--- config.mk ---
export PLATFORM = sky130hd
export DESIGN_NAME = seg7_frame_decoder_flat
export DESIGN_NICKNAME = d
export VERILOG_FILES = /design/src/rtl/seg7_frame_decoder_pkg.sv /design/src/rtl/seg7_frame_decoder_if.sv /design/src/rtl/seg7_to_hex.sv /design/src/rtl/seg7_frame_decoder.sv /design/src/flat_wrapper.sv
export SDC_FILE = /design/constraint.sdc
export NUM_CORES = 1
export LEC_CHECK = 0
export BUFFER_PORTS_ARGS = -buffer_cell sky130_fd_sc_hd__buf_2
export CAP_MARGIN = 10
export CORE_ASPECT_RATIO = 2
export CORE_UTILIZATION = 50
export DETAILED_ROUTE_END_ITERATION = 8
export GPL_ROUTABILITY_DRIVEN = 0
export PLACE_DENSITY_LB_ADDON = 0.2
export REMOVE_ABC_BUFFERS = 1
export SETUP_SLACK_MARGIN = 0.5
export SYNTH_ARGS = -nofsm -noshare
export SYNTH_HDL_FRONTEND = slang
export SYNTH_SLANG_ARGS = --single-unit
--- constraint.sdc ---
create_clock -name clk -period 6.8 [get_ports clk]
set_input_delay 1.02 -clock clk [delete_from_list [all_inputs] [get_ports clk]]
set_output_delay 1.02 -clock clk [all_outputs]
set_load 0.1 [all_outputs]
--- src/rtl/seg7_frame_decoder_pkg.sv ---
// Shared glyph table for the 7-segment encoder and the frame decoder.
// Segment order is {a,b,c,d,e,f,g}, active-low (0 = segment lit).
package seg7_pkg;

    localparam int DEFAULT_NUM_DIGITS    = 8;
    localparam int DEFAULT_STABLE_CYCLES = 4;

    localparam logic [6:0] SEG_0     = 7'b0000001;
    localparam logic [6:0] SEG_1     = 7'b1001111;
    localparam logic [6:0] SEG_2     = 7'b0010010;
    localparam logic [6:0] SEG_3     = 7'b0000110;
    localparam logic [6:0] SEG_4     = 7'b1001100;
    localparam logic [6:0] SEG_5     = 7'b0100100;
    localparam logic [6:0] SEG_6     = 7'b0100000;
    localparam logic [6:0] SEG_7     = 7'b0001111;
    localparam logic [6:0] SEG_8     = 7'b0000000;
    localparam logic [6:0] SEG_9     = 7'b0001100;
    localparam logic [6:0] SEG_A     = 7'b0001000;
    localparam logic [6:0] SEG_B     = 7'b1100000;
    localparam logic [6:0] SEG_C     = 7'b0110001;
    localparam logic [6:0] SEG_D     = 7'b1000010;
    localparam logic [6:0] SEG_E     = 7'b0110000;
    localparam logic [6:0] SEG_F     = 7'b0111000;
    localparam logic [6:0] SEG_BLANK = 7'b1111111;

    // Forward mapping used by the encoder side of the datapath.
    function automatic logic [6:0] hex_to_seg(input logic [3:0] nibble);
        logic [6:0] pattern;
        case (nibble)
            4'h0: pattern = SEG_0;
            4'h1: pattern = SEG_1;
            4'h2: pattern = SEG_2;
            4'h3: pattern = SEG_3;
            4'h4: pattern = SEG_4;
            4'h5: pattern = SEG_5;
            4'h6: pattern = SEG_6;
            4'h7: pattern = SEG_7;
            4'h8: pattern = SEG_8;
            4'h9: pattern = SEG_9;
            4'hA: pattern = SEG_A;
            4'hB: pattern = SEG_B;
            4'hC: pattern = SEG_C;
            4'hD: pattern = SEG_D;
            4'hE: pattern = SEG_E;
            default: pattern = SEG_F;
        endcase
        return pattern;
    endfunction

endpackage

--- src/rtl/seg7_frame_decoder_if.sv ---
// Display bus seen by the frame decoder: anode/segment lines and error clear
// going in, reconstructed digits and status coming out.
interface seg7_frame_decoder_if
    import seg7_pkg::*;
#(
    parameter int NUM_DIGITS = DEFAULT_NUM_DIGITS
);

    logic [NUM_DIGITS-1:0]   an;
    logic [6:0]              seg;
    logic                    err_clr;
    logic [4*NUM_DIGITS-1:0] hex_value;
    logic [NUM_DIGITS-1:0]   digit_valid;
    logic                    frame_valid;
    logic                    pattern_err;
    logic [2:0]              err_digit;

    // Display driver / stimulus side.
    modport master (
        output an, seg, err_clr,
        input  hex_value, digit_valid, frame_valid, pattern_err, err_digit
    );

    // Decoder side.
    modport slave (
        input  an, seg, err_clr,
        output hex_value, digit_valid, frame_valid, pattern_err, err_digit
    );

endinterface

--- src/rtl/seg7_to_hex.sv ---
// Combinational inverse of the glyph table: segment pattern to nibble,
// flagging blank and legal patterns.
module seg7_to_hex
    import seg7_pkg::*;
(
    input  logic [6:0] seg,
    output logic [3:0] hex,
    output logic       legal,
    output logic       blank
);

    // Table lookup; anything outside the 16 glyphs and blank is illegal.
    always_comb begin
        hex   = 4'h0;
        legal = 1'b1;
        blank = 1'b0;
        case (seg)
            SEG_0:     hex = 4'h0;
            SEG_1:     hex = 4'h1;
            SEG_2:     hex = 4'h2;
            SEG_3:     hex = 4'h3;
            SEG_4:     hex = 4'h4;
            SEG_5:     hex = 4'h5;
            SEG_6:     hex = 4'h6;
            SEG_7:     hex = 4'h7;
            SEG_8:     hex = 4'h8;
            SEG_9:     hex = 4'h9;
            SEG_A:     hex = 4'hA;
            SEG_B:     hex = 4'hB;
            SEG_C:     hex = 4'hC;
            SEG_D:     hex = 4'hD;
            SEG_E:     hex = 4'hE;
            SEG_F:     hex = 4'hF;
            SEG_BLANK: begin
                legal = 1'b0;
                blank = 1'b1;
            end
            default:   legal = 1'b0;
        endcase
    end

endmodule

--- src/rtl/seg7_frame_decoder.sv ---
// Watches a multiplexed active-low 7-segment display and rebuilds the hex
// value it shows. A digit is captured once per stable dwell on a single
// anode; blank digits, illegal patterns and completed frames are reported.
module seg7_frame_decoder
    import seg7_pkg::*;
#(
    parameter int NUM_DIGITS    = DEFAULT_NUM_DIGITS,
    parameter int STABLE_CYCLES = DEFAULT_STABLE_CYCLES
) (
    input  logic                 clk,
    input  logic                 reset_n,
    seg7_frame_decoder_if.slave  bus
);

    localparam logic [7:0] STABLE_MAX = 8'(STABLE_CYCLES);

    logic [3:0]              low_count;
    logic                    one_hot;
    logic [2:0]              sel_idx;
    logic [NUM_DIGITS-1:0]   sel_mask;

    logic [3:0]              dec_hex;
    logic                    dec_legal;
    logic                    dec_blank;

    logic                    capture;
    logic                    illegal;
    logic [NUM_DIGITS-1:0]   seen_next;

    logic [NUM_DIGITS+6:0]   prev_q,    prev_d;
    logic [7:0]              cnt_q,     cnt_d;
    logic                    done_q,    done_d;
    logic [4*NUM_DIGITS-1:0] hex_q,     hex_d;
    logic [NUM_DIGITS-1:0]   valid_q,   valid_d;
    logic [NUM_DIGITS-1:0]   seen_q,    seen_d;
    logic                    frame_q,   frame_d;
    logic                    err_q,     err_d;
    logic [2:0]              err_digit_q, err_digit_d;

    // Count low anodes and remember which one is low, for the one-hot check.
    always_comb begin
        low_count = 4'd0;
        sel_idx   = 3'd0;
        for (int i = 0; i < NUM_DIGITS; i++) begin
            if (!bus.an[i]) begin
                low_count = low_count + 4'd1;
                sel_idx   = 3'(i);
            end
        end
        one_hot  = (low_count == 4'd1);
        sel_mask = ~bus.an;
    end

    seg7_to_hex u_decode (
        .seg   (bus.seg),
        .hex   (dec_hex),
        .legal (dec_legal),
        .blank (dec_blank)
    );

    // Stability tracking, capture, frame bookkeeping and sticky error logic.
    always_comb begin
        prev_d      = prev_q;
        cnt_d       = cnt_q;
        done_d      = done_q;
        hex_d       = hex_q;
        valid_d     = valid_q;
        seen_d      = seen_q;
        frame_d     = 1'b0;
        err_d       = err_q;
        err_digit_d = err_digit_q;
        seen_next   = seen_q;
        capture     = 1'b0;
        illegal     = 1'b0;

        if (!one_hot) begin
            cnt_d  = 8'd0;
            done_d = 1'b0;
        end else if ({bus.an, bus.seg} == prev_q) begin
            if (cnt_q < STABLE_MAX) begin
                cnt_d = cnt_q + 8'd1;
            end
        end else begin
            cnt_d  = 8'd1;
            done_d = 1'b0;
            prev_d = {bus.an, bus.seg};
        end

        capture = one_hot && (cnt_d == STABLE_MAX) && !done_d;
        illegal = capture && !dec_legal && !dec_blank;

        if (capture) begin
            done_d = 1'b1;
            for (int i = 0; i < NUM_DIGITS; i++) begin
                if (sel_mask[i]) begin
                    hex_d[4*i +: 4] = dec_legal ? dec_hex : 4'h0;
                    valid_d[i]      = dec_legal;
                end
            end
            seen_next = seen_q | sel_mask;
            if (&seen_next) begin
                frame_d = 1'b1;
                seen_d  = '0;
            end else begin
                seen_d  = seen_next;
            end
        end

        if (illegal) begin
            err_d = 1'b1;
            if (!err_q || bus.err_clr) begin
                err_digit_d = sel_idx;
            end
        end else if (bus.err_clr) begin
            err_d = 1'b0;
        end
    end

    // State and output registers with synchronous active-low reset.
    always_ff @(posedge clk) begin
        if (!reset_n) begin
            prev_q      <= '0;
            cnt_q       <= '0;
            done_q      <= 1'b0;
            hex_q       <= '0;
            valid_q     <= '0;
            seen_q      <= '0;
            frame_q     <= 1'b0;
            err_q       <= 1'b0;
            err_digit_q <= '0;
        end else begin
            prev_q      <= prev_d;
            cnt_q       <= cnt_d;
            done_q      <= done_d;
            hex_q       <= hex_d;
            valid_q     <= valid_d;
            seen_q      <= seen_d;
            frame_q     <= frame_d;
            err_q       <= err_d;
            err_digit_q <= err_digit_d;
        end
    end

    assign bus.hex_value   = hex_q;
    assign bus.digit_valid = valid_q;
    assign bus.frame_valid = frame_q;
    assign bus.pattern_err = err_q;
    assign bus.err_digit   = err_digit_q;

endmodule

--- src/flat_wrapper.sv ---
// flat-port wrapper written by rule: the top's interface ports become plain ports
module seg7_frame_decoder_flat import seg7_pkg::*;
#(
    parameter int NUM_DIGITS    = DEFAULT_NUM_DIGITS,
    parameter int STABLE_CYCLES = DEFAULT_STABLE_CYCLES
)
  (clk, reset_n, bus_an, bus_seg, bus_err_clr, bus_hex_value, bus_digit_valid, bus_frame_valid, bus_pattern_err, bus_err_digit);
  seg7_frame_decoder_if #(.NUM_DIGITS(NUM_DIGITS)) bus_i ();
  input  logic clk;
  input  logic reset_n;
  input wire logic [$bits(bus_i.an)-1:0] bus_an;
  input wire logic [$bits(bus_i.seg)-1:0] bus_seg;
  input wire logic [$bits(bus_i.err_clr)-1:0] bus_err_clr;
  output wire logic [$bits(bus_i.hex_value)-1:0] bus_hex_value;
  output wire logic [$bits(bus_i.digit_valid)-1:0] bus_digit_valid;
  output wire logic [$bits(bus_i.frame_valid)-1:0] bus_frame_valid;
  output wire logic [$bits(bus_i.pattern_err)-1:0] bus_pattern_err;
  output wire logic [$bits(bus_i.err_digit)-1:0] bus_err_digit;
  assign bus_i.an = bus_an;
  assign bus_i.seg = bus_seg;
  assign bus_i.err_clr = bus_err_clr;
  assign bus_hex_value = bus_i.hex_value;
  assign bus_digit_valid = bus_i.digit_valid;
  assign bus_frame_valid = bus_i.frame_valid;
  assign bus_pattern_err = bus_i.pattern_err;
  assign bus_err_digit = bus_i.err_digit;
  seg7_frame_decoder #(.NUM_DIGITS(NUM_DIGITS), .STABLE_CYCLES(STABLE_CYCLES)) u_core (.clk(clk), .reset_n(reset_n), .bus(bus_i));
endmodule
==> impl_results.md, run 1 <==
* Status: complete, no violations
* Initial Util at 51.86%
* First-pass GRT wire length at 16380 µm
* Synth Area in XOR/XNOR at 6.896%
* CTS tree: built
* TritonCTS Buffers at 9
* Hold WC Path Type: register to register
* Largest net degree at the start of global routing at 84
* Minimum clock period after layout at 5.889 ns
* Avg Inst Size Synth at 9.111 µm²
* Commonest cells post-synth: nand2_1 (86), dfxtp_1 (77), mux2i_1 (61)
* CTS Hold Buffers Added at 0
* Ant diodes at 0
* Post-Place Worst Slack at 0.5718 ns
* Most instantiated library cell after synthesis: nand2_1
* Top FF cell, synth: dfxtp_1
* Area delta synth->final at 13.97%
* Final core occ at 59.11%
* Async set-reset flop share out of synthesis at 0%
* Cells after Synth at 472
* Initial antenna violation count at 0
* Worst setup EP type: register
* Peak Freq at 0.1698 GHz
* Finished Layout Cells at 620
* Synth cell types at 66
* Lkg Pwr at 0.002193 µW
* DIE WIDTH at 67.58 µm
* # rows at 47
* Area fraction in compound gates after synthesis at 9.863%
* Hpwl dp at 7266 µm
* Post-synthesis adder-cell area fraction at 2.589%
* WS Path Type: input port to register
* WP data required at 6.99 ns
* Vias in the first global route at 3395
* Filler cells at 732
* Reg clk slew, reported paths at 0.06 ns
* Worst path arrival time at 6.08 ns
* # placed instances at 605
* Core ar. at 8292 µm²
* Post-Syn Area at 4300 µm²
* Final #Nets at 544
* Clock root buffer: clkbuf_16
* Largest family of logic cells by synthesized area: simple AND/OR/NAND/NOR gates
* # resized after CTS at 0
* Least-Margin Pin Slew at 0.8362 ns
* Register bit total from synthesis at 77
* Max-cap violations at 0
* R2R setup slack at 4.07 ns
* Clock tree sinks at 77
* RSZ-0062 raised after global routing: no
* GRT Total Usage at 23.96%
* Synth top area share at 35.85%
* Final slew viol count at 0
* # setup viols final at 0
* DRC at 0
* Via count at 3514
* Grt total ovfl at 0
* Post-synthesis simple-gate area fraction at 24.41%
* Die height at 133.2 µm
* Final period utilization at 86.61%
* Post-route ant nets at 0
* Final TNS setup at 0 ns
* Sequential area share after synthesis at 35.85%
* Fin. Hold Viols at 0
* Bufs on Longest Clock Path at 2
* Htree depth at 3
* Peak VDD IR at 0.1810 mV
* CP Launch Type: input port
* Initial DRT Pass Iterations at 6
* Vias per cell at 5.668
* Final Skew at 0.006975 ns
* Total wire length at 10040 µm
* Setup WS post-layout at 0.9105 ns
* Yosys warns at 0
* Top cells by area in the synthesized netlist: dfxtp_1 (36%), mux2i_1 (14%), nand2_1 (7.5%)
* Wire per inst at 16.19 µm
* # IOs at 63
* Clock Latency Late Sink at 0.34 ns
* Slew HR at 44.25%
* Port Buffers at 62
* Post-CTS Setup Inserts at 0
* Initial drt markers at 196
* Critical path peak fanout at 8
* Cell taking the most area after synthesis: dfxtp_1
* Post-synthesis mux area share at 14.72%
* PD cells at 262.1 nW/µm²
* Share of layout cells above drive strength 1 at 20.11%
* Post-synth EDFFs at 0
* Die area at 8998 µm²
-- sequential cells by signal (all words and copies together), names as in the netlist --
register,flops
u_core.bus.digit_valid,8
u_core.seen_q,8
u_core.cnt_q,8
u_core.bus.err_digit,3
u_core.bus.frame_valid,1
u_core.bus.pattern_err,1
u_core.prev_q,15
u_core.done_q,1
u_core.bus.hex_value,32
-- metrics by stage --
stage                     hold slack (ns)  cell area (µm²)  power, µW
after floorplan                    0.4159             4138      746.2
after global placement             0.4244             4614      822.7
after detailed placement           0.4250             4614      834.5
after CTS                          0.4340             4901       1293
after global routing               0.4630             4901       1341
final                              0.4318             4901       1285
-- metal layers --
metal | global-route usage, % | wire [µm] | vias to the layer above
li1 | - | - | 1740
met1 | 26.84 | 4016 | 1666
met2 | 42.24 | 5518 | 95
met3 | 5.051 | 310 | 13
met4 | 8.983 | 189 | 0
met5 | 0 | 0 | -
-- power by group --
group          switching [µW]  total, µW  internal, µW  leakage, µW
sequential               19.3        498           478     0.000622
combinational             188        327           139      0.00143
clock                     186        460           274     0.000137
-- final timing paths --
path | startpoint | endpoint | depth (start not counted)
worst min-delay path | u_core.cnt_q[4] | u_core.cnt_q[4] | 2
worst max register to register | u_core.cnt_q[0] | u_core.seen_q[0] | 8
worst max-delay path | bus_an[1] | u_core.bus.hex_value[18] | 23
worst min register to register | u_core.cnt_q[4] | u_core.cnt_q[4] | 2
-- layout make-up --
class	instances	area (µm²)	share of cell area (%)
clock buffer	12	266.5	5.438
sequential	77	1541	31.45
tap	98	122.6	2.502
timing repair buffer	67	347.8	7.097
inverter	21	81.33	1.659
multi-input combinational	342	2521	51.44
clock inverter	3	20.02	0.4085
-- layout by cell type (no fill, tap or decap), types with 5 or more instances in the layout --
| cell type | count |
|---|---|
| a21oi_1 | 11 |
| a31oi_1 | 6 |
| buf_2 | 62 |
| buf_4 | 5 |
| clkbuf_16 | 9 |
| dfxtp_1 | 77 |
| ha_1 | 8 |
| inv_1 | 19 |
| mux2i_1 | 61 |
| nand2_1 | 86 |
| nand4_1 | 7 |
| nand4_4 | 8 |
| nor2_1 | 19 |
| nor2b_1 | 12 |
| nor3_1 | 11 |
| o21ai_0 | 9 |
| xnor2_1 | 21 |
-- cell families (layout without fill, tap and decap cells) --
group | Yosys count | in the layout
XOR/XNOR | 28 | 28
AND/OR/NAND/NOR | 183 | 183
buffers and inverters | 53 | 103
multiplexers | 63 | 63
adder cells (fa/ha/maj) | 9 | 9
AO/OA/AOI/OAI | 59 | 59
flip-flops | 77 | 77
-- critical path: stages --
cell and delay [ns]:
buf_2 0.14, inv_1 0.09, ha_1 0.37, xnor2_1 0.16
ha_1 0.31, nor2b_1 0.14, a31oi_1 0.29, inv_1 0.08
ha_1 0.31, nand2_1 0.09, o21ai_0 0.12, ha_1 0.33
mux2_2 0.28, ha_1 0.28, mux2_2 0.27, ha_1 0.32
nor4_1 0.19, mux2i_1 0.11, o2111ai_1 0.13, o221a_2 0.40
buf_4 0.26, nand4_4 0.20, mux2i_1 0.19
Note: power is estimated with default switching activity, not from simulation.
==> run 2, diff against run 1 <==
--- a/config.mk
+++ b/config.mk
@@ -8,9 +8,8 @@
 export BUFFER_PORTS_ARGS = -buffer_cell sky130_fd_sc_hd__buf_2
 export CAP_MARGIN = 10
 export CORE_ASPECT_RATIO = 2
-export CORE_UTILIZATION = 50
+export CORE_UTILIZATION = 30
 export DETAILED_ROUTE_END_ITERATION = 8
-export GPL_ROUTABILITY_DRIVEN = 0
 export PLACE_DENSITY_LB_ADDON = 0.2
 export REMOVE_ABC_BUFFERS = 1
 export SETUP_SLACK_MARGIN = 0.5
==> run 2 against run 1 <==
Setup slack improved by 0.017 ns. Fmax increased by 0.28%. Clock power increased by 3%. Sequential share of layout area decreased by 0.73 points. Largest cell class unchanged. Largest power group unchanged.
==> impl_results.md, run 2 (synthesis results as in run 1) <==
* Slew HR at 41.86%
* Clock Latency Late Sink at 0.34 ns
* Final TNS setup at 0 ns
* Share of layout cells above drive strength 1 at 20.11%
* Final core occ at 35.92%
* Initial DRT Pass Iterations at 4
* Final Skew at 0.008583 ns
* Htree depth at 3
* Worst R2R Start: u_core.cnt_q[0]
* # setup viols final at 0
* First-pass GRT wire length at 18100 µm
* Hold Path End: u_core.cnt_q[4]
* WS Path Type: input port to register
* Largest stage delay, worst path at 0.39 ns
* Minimum clock period after layout at 5.873 ns
* Post-route ant nets at 0
* PD cells at 259.4 nW/µm²
* Total wire length at 11080 µm
* Setup WS post-layout at 0.9272 ns
* Area delta synth->final at 16.67%
* Reg clk slew, reported paths at 0.06 ns
* Post-Place Worst Slack at 0.5633 ns
* CTS Hold Buffers Added at 0
* Filler cells at 1432
* Worst path arrival time at 6.07 ns
* Grt total ovfl at 0
* Met2 Use GR at 29.85%
* TritonCTS Buffers at 9
* Die area at 14850 µm²
* Die height at 171.3 µm
* Initial antenna violation count at 0
* Least-Margin Pin Slew at 0.8721 ns
* Via count at 3521
* GRT Total Usage at 15.81%
* CTS tree: built
* Peak Freq at 0.1703 GHz
* Core ar. at 13970 µm²
* # rows at 61
* Port Buffers at 62
* Final #Nets at 544
* Reg area at 1541 µm²
* Max reg flops at 32
* Most crowded layer after global routing: met2
* Ant diodes at 0
* CP Cell Sequence: buf_2 -> inv_1 -> ha_1 -> xnor2_1 -> ha_1 -> nor2b_1 -> a31oi_1 -> inv_1 -> ha_1 -> nand2_1 -> o21ai_0 -> ha_1 -> mux2_2 -> ha_1 -> mux2_2 -> ha_1 -> nor3b_1 -> mux2i_1 -> o2111ai_1 -> o221a_2 -> buf_4 -> nand4_4 -> mux2i_1
* R2R cell count at 8
* Area of the multi-input gates at 2521 µm²
* Most frequent cells in the layout: nand2_1 (86), dfxtp_1 (77), buf_2 (62)
* Worst Min Path Start: u_core.cnt_q[4]
* Lkg Pwr at 0.002194 µW
* Bufs on Longest Clock Path at 2
* DIE WIDTH at 86.66 µm
* R2R setup slack at 3.84 ns
* Met1 usage at 16.26%
* Cells on Worst Hold Path at 2
* Peak VDD IR at 0.1688 mV
* Post-CTS Setup Inserts at 0
* CP Launch Type: input port
* Status: complete, no violations
* Final slew viol count at 0
* Worst setup EP type: register
* Vias in the first global route at 3592
* WP data required at 7.00 ns
* Largest net degree at the start of global routing at 50
* Most frequent CP cell: ha_1
* Clock root buffer: clkbuf_16
* # IOs at 63
* Hpwl dp at 8364 µm
* Fin. Hold Viols at 0
* Final period utilization at 86.36%
* RR Endpoint: u_core.bus.err_digit[0]
* RSZ-0062 raised after global routing: no
* Critical path peak fanout at 7
* Most common cell after layout, fill and taps aside: nand2_1
* Max-cap violations at 0
* # resized after CTS at 0
* Hold WC Path Type: register to register
* RD Place Congestion at 0.7896
* DRC at 0
* Slowest cell on crit path: ha_1
* Wire per inst at 15.59 µm
* Vias per cell at 4.952
* Hold Slack at 0.4346 ns
* Clock tree sinks at 77
* Initial drt markers at 136
* Initial Util at 30.79%
* GR met3 Demand/Resource at 2.879%
* Power, Total at 1302 µW
-- run 2: cell types whose count changed in the layout (fill, tap and decap cells not counted) --
cell / previous run / this run
clkbuf_8: 3 / 0
inv_6: 0 / 1
bufinv_16: 0 / 1
clkinv_2: 1 / 2
-- run 2: per-layer routing --
metal  share of wire [%]  wire length (µm)  up-vias
met5                   0                 0        -
met1                  40              4433     1691
met2                  54              5935       57
met3                 2.8               313       23
li1                    -                 -     1750
met4                 3.6               399        0
-- run 2: power by group --
group | switching, µW | internal [µW] | leakage, µW
Sequential | 18.4 | 478 | 0.000622
Clock | 193 | 282 | 0.000138
Combinational | 192 | 138 | 0.00143
Total | 403 | 899 | 0.00219
-- run 2: critical path: cells and delay by family --
| kind | cells | cell delay [ns] |
|---|---|---|
| AND/OR/NAND/NOR | 4 | 0.64 |
| AO/OA/AOI/OAI | 4 | 0.91 |
| adder cells (fa/ha/maj) | 6 | 1.92 |
| XOR/XNOR | 1 | 0.17 |
| multiplexers | 4 | 0.83 |
| buffers and inverters | 4 | 0.56 |
-- run 2: how the worst max path moves through the flow --
stage                                     end      start  slack (ns)
global route        u_core.bus.digit_valid[0]  bus_an[1]        0.59
CTS                  u_core.bus.hex_value[26]  bus_an[0]        0.91
floorplan                    u_core.prev_q[0]  bus_an[0]        0.81
finish              u_core.bus.digit_valid[4]  bus_an[0]        0.93
detailed placement   u_core.bus.hex_value[26]  bus_an[0]        0.56
global placement     u_core.bus.hex_value[26]  bus_an[1]        0.71
-- run 2: through the flow --
stage / instance area [µm²] / cells
after global routing: 5017 / 711
after floorplan: 4138 / 440
after global placement: 4728 / 696
after detailed placement: 4728 / 696
final: 5017 / 711
after CTS: 5017 / 711
-- run 2: final cells by class --
class	count	share of cell area, %
timing repair buffer	67	6.933
multi-input combinational	342	50.25
tap	189	4.713
inverter	21	1.621
clock inverter	6	1.272
sequential	77	30.72
clock buffer	9	4.489
